`src/rtl/spi_reg_controller.sv`:
```
// spi_reg_controller: byte-level command decoder between an SPI byte reader
// and an 8-bit register file.
//
// Frame format (one byte per rx_valid pulse):
//   0x01 <addr> <data>...   write stream, address auto-increments
//   0x02 <addr> <any>...    read stream, tx_data reloaded per byte
//   0x00                    no-op, stays idle
//   other                   sets sticky err, remaining bytes discarded
//
// Build option: define SPI_REG_CTRL_TIMEOUT_EN to abandon a frame after
// TIMEOUT_CYCLES idle clocks between bytes. Without it, frames stream
// indefinitely and a discarded frame is left only through reset.
//
// Ports:
//   clk        system clock, rising edge
//   rst        asynchronous active-low reset
//   rx_data    received byte
//   rx_valid   one-clk qualifier for rx_data
//   tx_data    byte for the reader's next transfer
//   reg_addr   register-file address
//   reg_wdata  register write data
//   reg_we     one-clk write strobe
//   reg_rdata  combinational read data at reg_addr
//   busy       high whenever a frame is in progress
//   err        sticky unknown-command flag

module spi_reg_controller #(
    parameter int unsigned TIMEOUT_CYCLES = 1000
) (
    input  logic       clk,
    input  logic       rst,
    input  logic [7:0] rx_data,
    input  logic       rx_valid,
    output logic [7:0] tx_data,
    output logic [7:0] reg_addr,
    output logic [7:0] reg_wdata,
    output logic       reg_we,
    input  logic [7:0] reg_rdata,
    output logic       busy,
    output logic       err
);

    localparam int unsigned BYTE_W = 8;
    localparam int unsigned CNT_W  = 16;

    localparam logic [BYTE_W-1:0] CMD_NOP   = 8'h00;
    localparam logic [BYTE_W-1:0] CMD_WRITE = 8'h01;
    localparam logic [BYTE_W-1:0] CMD_READ  = 8'h02;

    // Reject out-of-range timeouts at elaboration
    if (TIMEOUT_CYCLES < 2 || TIMEOUT_CYCLES > 65535) begin : g_bad_timeout
        $error("spi_reg_controller: TIMEOUT_CYCLES must be in 2..65535");
    end

    typedef enum logic [2:0] {
        S_IDLE,
        S_ADDR,
        S_WRITE,
        S_READ,
        S_DISCARD
    } state_t;

    state_t state, state_next;
    logic   mode_rd, mode_rd_next;   // latched command: 1 = read frame
    logic   timeout;

    logic              rd_pend, rd_pend_next;   // load tx_data next cycle
    logic [BYTE_W-1:0] tx_next, addr_next, wdata_next;
    logic              we_next, busy_next, err_next;

    logic cmd_unknown;
    assign cmd_unknown = (rx_data != CMD_NOP) && (rx_data != CMD_WRITE) &&
                         (rx_data != CMD_READ);

`ifdef SPI_REG_CTRL_TIMEOUT_EN
    // Idle-gap counter: cleared by every byte, runs only inside a frame
    logic [CNT_W-1:0] tmo_cnt;

    always_ff @(posedge clk or negedge rst) begin
        if (!rst) begin
            tmo_cnt <= '0;
        end else if (rx_valid || state == S_IDLE || timeout) begin
            tmo_cnt <= '0;
        end else begin
            tmo_cnt <= tmo_cnt + CNT_W'(1);
        end
    end

    // Fires on the TIMEOUT_CYCLES-th silent cycle; a coincident byte wins
    assign timeout = (state != S_IDLE) && !rx_valid &&
                     (tmo_cnt == CNT_W'(TIMEOUT_CYCLES - 1));
`else
    assign timeout = 1'b0;
`endif

    // State register
    always_ff @(posedge clk or negedge rst) begin
        if (!rst) begin
            state   <= S_IDLE;
            mode_rd <= 1'b0;
        end else begin
            state   <= state_next;
            mode_rd <= mode_rd_next;
        end
    end

    // Next-state logic: advances only on received bytes, or on timeout
    always_comb begin
        state_next   = state;
        mode_rd_next = mode_rd;
        if (rx_valid) begin
            case (state)
                S_IDLE: begin
                    if (rx_data == CMD_WRITE) begin
                        state_next   = S_ADDR;
                        mode_rd_next = 1'b0;
                    end else if (rx_data == CMD_READ) begin
                        state_next   = S_ADDR;
                        mode_rd_next = 1'b1;
                    end else if (cmd_unknown) begin
                        state_next = S_DISCARD;
                    end
                end
                S_ADDR:  state_next = mode_rd ? S_READ : S_WRITE;
                default: state_next = state;
            endcase
        end else if (timeout) begin
            state_next = S_IDLE;
        end
    end

    // Output logic: next values of the registered outputs
    always_comb begin
        tx_next      = tx_data;
        addr_next    = reg_addr;
        wdata_next   = reg_wdata;
        we_next      = 1'b0;
        rd_pend_next = 1'b0;
        err_next     = err;
        busy_next    = (state_next != S_IDLE);

        // Address advances the cycle after a write strobe or a read load
        if (reg_we || rd_pend) begin
            addr_next = reg_addr + BYTE_W'(1);
        end
        if (rd_pend) begin
            tx_next = reg_rdata;
        end

        if (rx_valid) begin
            case (state)
                S_IDLE: begin
                    if (cmd_unknown) begin
                        err_next = 1'b1;
                    end
                end
                S_ADDR: begin
                    addr_next    = rx_data;
                    rd_pend_next = mode_rd;
                end
                S_WRITE: begin
                    wdata_next = rx_data;
                    we_next    = 1'b1;
                end
                S_READ: begin
                    rd_pend_next = 1'b1;
                end
                default: ;
            endcase
        end else if (timeout) begin
            tx_next = '0;
        end
    end

    // Output registers
    always_ff @(posedge clk or negedge rst) begin
        if (!rst) begin
            tx_data   <= '0;
            reg_addr  <= '0;
            reg_wdata <= '0;
            reg_we    <= 1'b0;
            rd_pend   <= 1'b0;
            busy      <= 1'b0;
            err       <= 1'b0;
        end else begin
            tx_data   <= tx_next;
            reg_addr  <= addr_next;
            reg_wdata <= wdata_next;
            reg_we    <= we_next;
            rd_pend   <= rd_pend_next;
            busy      <= busy_next;
            err       <= err_next;
        end
    end

endmodule

```
`config.mk`:
```
export PLATFORM = sky130hd
export DESIGN_NAME = spi_reg_controller
export DESIGN_NICKNAME = d
export VERILOG_FILES = /design/src/rtl/spi_reg_controller.sv
export SDC_FILE = /design/constraint.sdc
export NUM_CORES = 1
export LEC_CHECK = 0
export ABC_AREA = 1
export BUFFER_PORTS_ARGS = -buffer_cell sky130_fd_sc_hd__buf_2
export CORE_UTILIZATION = 45
export DETAILED_ROUTE_END_ITERATION = 6
export PLACE_DENSITY = 0.71
export SLEW_MARGIN = 10
export SYNTH_ARGS = -nofsm -noshare
export SYNTH_HDL_FRONTEND = slang
export SYNTH_SLANG_ARGS = --single-unit
```
`constraint.sdc`:
```
create_clock -name clk -period 1.8 [get_ports clk]
set_clock_uncertainty 0.2 [all_clocks]
set_input_delay 0.18 -clock clk [delete_from_list [all_inputs] [get_ports clk]]
set_output_delay 0.18 -clock clk [all_outputs]
set_load 0.02 [all_outputs]
```
==> metrics.txt <==
status=completed; fin nets=251; Post-Syn Instances=163; M3 GR Usage=5.844%; Crit Reg-Reg Startpoint=reg_addr[0]$_DFF_PN0_; PwrDens=691.1 nW/µm²; port bufs=45; Leakage=1.100 nW; CP max stage delay=0.53 ns; CP max stage cell=dlygate4sd3_1; clock buffer depth=2; worst vdd ir=0.4421 mV; Initial Util=48.72%; Overflow after GRT=0; Worst Hold Path EP=rd_pend$_DFF_PN0_; clk sinks=32; most frequent CP cell=nor2_1; Site Rows=20; max-slew violation count=0; Layout fillers=283; CP delay by family, top=buffers and inverters; EDFF count, synth=0; DR DRC count=0; Worst Setup End Kind=flip-flop; Least-Margin Pin Slew=0.7159 ns; Reg clk slew, reported paths=0.08 ns; core area=3128 µm²; Vert. Die Dim=60.20 µm; DP HPWL=2.333 mm; Cells on Worst Hold Path=4; die width=60.20 µm; worst r2r path cells=7; ANT cells=0; Crit path buffers/inverters=2; Layout Cells excl Fill=275; Final GP Congestion=0.7575; Crit Path Class=in2reg; Max Clk Rate=627.4 MHz; critical path arrival=1.59 ns; all-layer global routing usage=20.46%; HP Start=rx_valid; vias per inst=4.647; vias in the first global route=1,203; total wire length=3.284 mm; Final period util=88.55%; Distinct cells, synth=31; Hold WC Path Type=in2reg; Routed Antenna Nets=0; met1 Track Usage GR=24.93%; commonest register cell after synthesis=dfrtp_1; share of cells above drive strength 1=35.93%; Critical Path Source Type=primary input; Layout area overhead=31.77%; Cell Chain, Critical Path=dlygate4sd3_1 > buf_2 > nor2_1 > nand2_1 > nor2_2 > nor2_1 > a21oi_1 > nand3_1; setup TNS=0 ns; most used routing layer in global routing=met2; CTS tree=built; met2 Use GR=34.38%; RSZ-0062 raised after global routing=no; DRT iter0 DRCs=43; synth warn=0; final hold vios=0; vias post-DR=1,278; max_cap viols=0; largest net degree at the start of global routing=33; Worst Path Required=1.80 ns; syn_nets=183; post-cts sizing count=0; cell count after placement=251; H-tree depth=2; Slew headroom=52.28%; final setup vio count=0; initial antenna violation count=0; # Post-CTS Setup Buffers=0; total CTS buffers=5; syn avg cell area=9.349 µm²; number of synthesized register bits=32; ys async rst share=100.0%; die area=3623 µm²; Final min period=1.594 ns; First-pass DRT Iterations=4; reg2reg setup slack=0.32 ns; Critical R2R Capture=reg_addr[6]$_DFF_PN0_; Synth Cell Area=1524 µm²; I/O Pins=46; worst-path maximum fanout=3; post-synthesis sequential area ratio=52.55%; Root Driver=clkbuf_4; clock latency on the worst-skew pair=0.33 ns; WL/cell=11.94 µm; first-pass GRT wire length=5.285 mm
[worst max path at each step]
stage / start / to / depth (start not counted)
final: rx_data[5] / busy$_DFF_PN0_ / 8
after global routing: rx_data[3] / busy$_DFF_PN0_ / 8
after CTS: rx_data[5] / busy$_DFF_PN0_ / 8
after detailed placement: state[0]$_DFF_PN0_ / reg_wdata[1]$_DFFE_PN0P_ / 5
after global placement: state[0]$_DFF_PN0_ / reg_wdata[0]$_DFFE_PN0P_ / 5
after floorplan: reg_addr[0]$_DFF_PN0_ / reg_addr[6]$_DFF_PN0_ / 7
[worst register-to-register path: stages (launching register included)]
cell and delay, ns:
dfrtp_1 0.42, ha_1 0.22, inv_1 0.07, nor3_2 0.23, nand2_1 0.08, nand2_1 0.06, nand2_1 0.05, a21oi_2 0.10
[per-layer routing]
layer,part of all wire (%),up-vias
li1,-,649
met1,45,590
met2,49,34
met3,4.2,5
met4,1.4,0
met5,0,-
[power breakdown]
part           total (mW)  leakage (nW)  internal [mW]  switching, mW
combinational       0.236         0.670         0.0985          0.137
sequential          0.785         0.402          0.753         0.0323
clock               0.367        0.0281          0.144          0.224
[layout make-up]
| type | count | area, µm² | area share, % |
|---|---|---|---|
| Inverter | 23 | 86.33 | 4.299 |
| Tap cell | 44 | 55.05 | 2.741 |
| Multi-Input combinational cell | 105 | 609.3 | 30.34 |
| Sequential cell | 32 | 800.8 | 39.88 |
| Timing Repair Buffer | 64 | 410.4 | 20.44 |
| Clock buffer | 6 | 41.29 | 2.056 |
| Clock inverter | 1 | 5.005 | 0.2492 |
[layout by cell type (no fill, tap or decap), types with 2 or more instances in the layout]
cell type and n:
buf_2 45, buf_4 2, inv_1 18, nand2_1 41, nand3_1 7, a21oi_2 4
clkbuf_4 5, mux2_2 8, dfrtp_1 32, nor2_4 3, nor2_1 14, o21ai_0 2
dlygate4sd3_1 17, o21ai_1 5, nor2_2 3, inv_2 5, a21oi_1 2
[cells by family after synthesis]
group / after synthesis / synth area share (%)
muxes: 8 / 5.912
buffers and inverters: 26 / 7.471
DFF: 32 / 52.55
xor gates and xnor gates: 2 / 1.150
AOI/OAI and AO/OA: 17 / 7.635
adders and majority gates: 1 / 0.8209
and+or+nand+nor: 77 / 24.47
[synthesized netlist by cell type (2+ instances only)]
| library cell | instances | area, µm² |
|---|---|---|
| buf_6 | 2 | 22.52 |
| a21oi_1 | 2 | 10.01 |
| o21ai_0 | 2 | 10.01 |
| dfrtp_1 | 32 | 800.8 |
| inv_2 | 5 | 18.77 |
| nand3_1 | 7 | 35.03 |
| inv_1 | 18 | 67.56 |
| nor2_2 | 3 | 18.77 |
| o21ai_1 | 5 | 25.02 |
| nor2_4 | 3 | 33.78 |
| a21oi_2 | 4 | 35.03 |
| nand2_1 | 41 | 153.9 |
| mux2_2 | 8 | 90.09 |
| nor2_1 | 14 | 52.55 |
[flip-flops by register name, summed over array words and instances (netlist names)]
register   count
reg_addr       8
reg_wdata      8
tx_data        8
state          3
busy           1
err            1
mode_rd        1
rd_pend        1
reg_we         1
[stage by stage]
step	hold slack [ns]	power, mW	setup slack (ns)	cell area, µm²	util, %
2_1_floorplan	-0.3156	0.9152	0.3581	1524	-
3_3_place_gp	0.06249	0.9970	0.3956	1792	57.28
3_5_place_dp	0.07695	1.005	0.3383	1792	57.28
4_1_cts	0.03204	1.403	0.2277	2008	64.20
5_1_grt	0.04564	1.472	0.1230	2008	64.20
6_report	0.05234	1.388	0.2061	2008	64.20
[repair_timing]
action | 4_1_cts | 5_1_grt
hold buffers | 17 | 0
endpoints found under the setup margin | 0 | 0
endpoints found under the hold margin | 56 | 0
(Power assumes the default switching activity.)
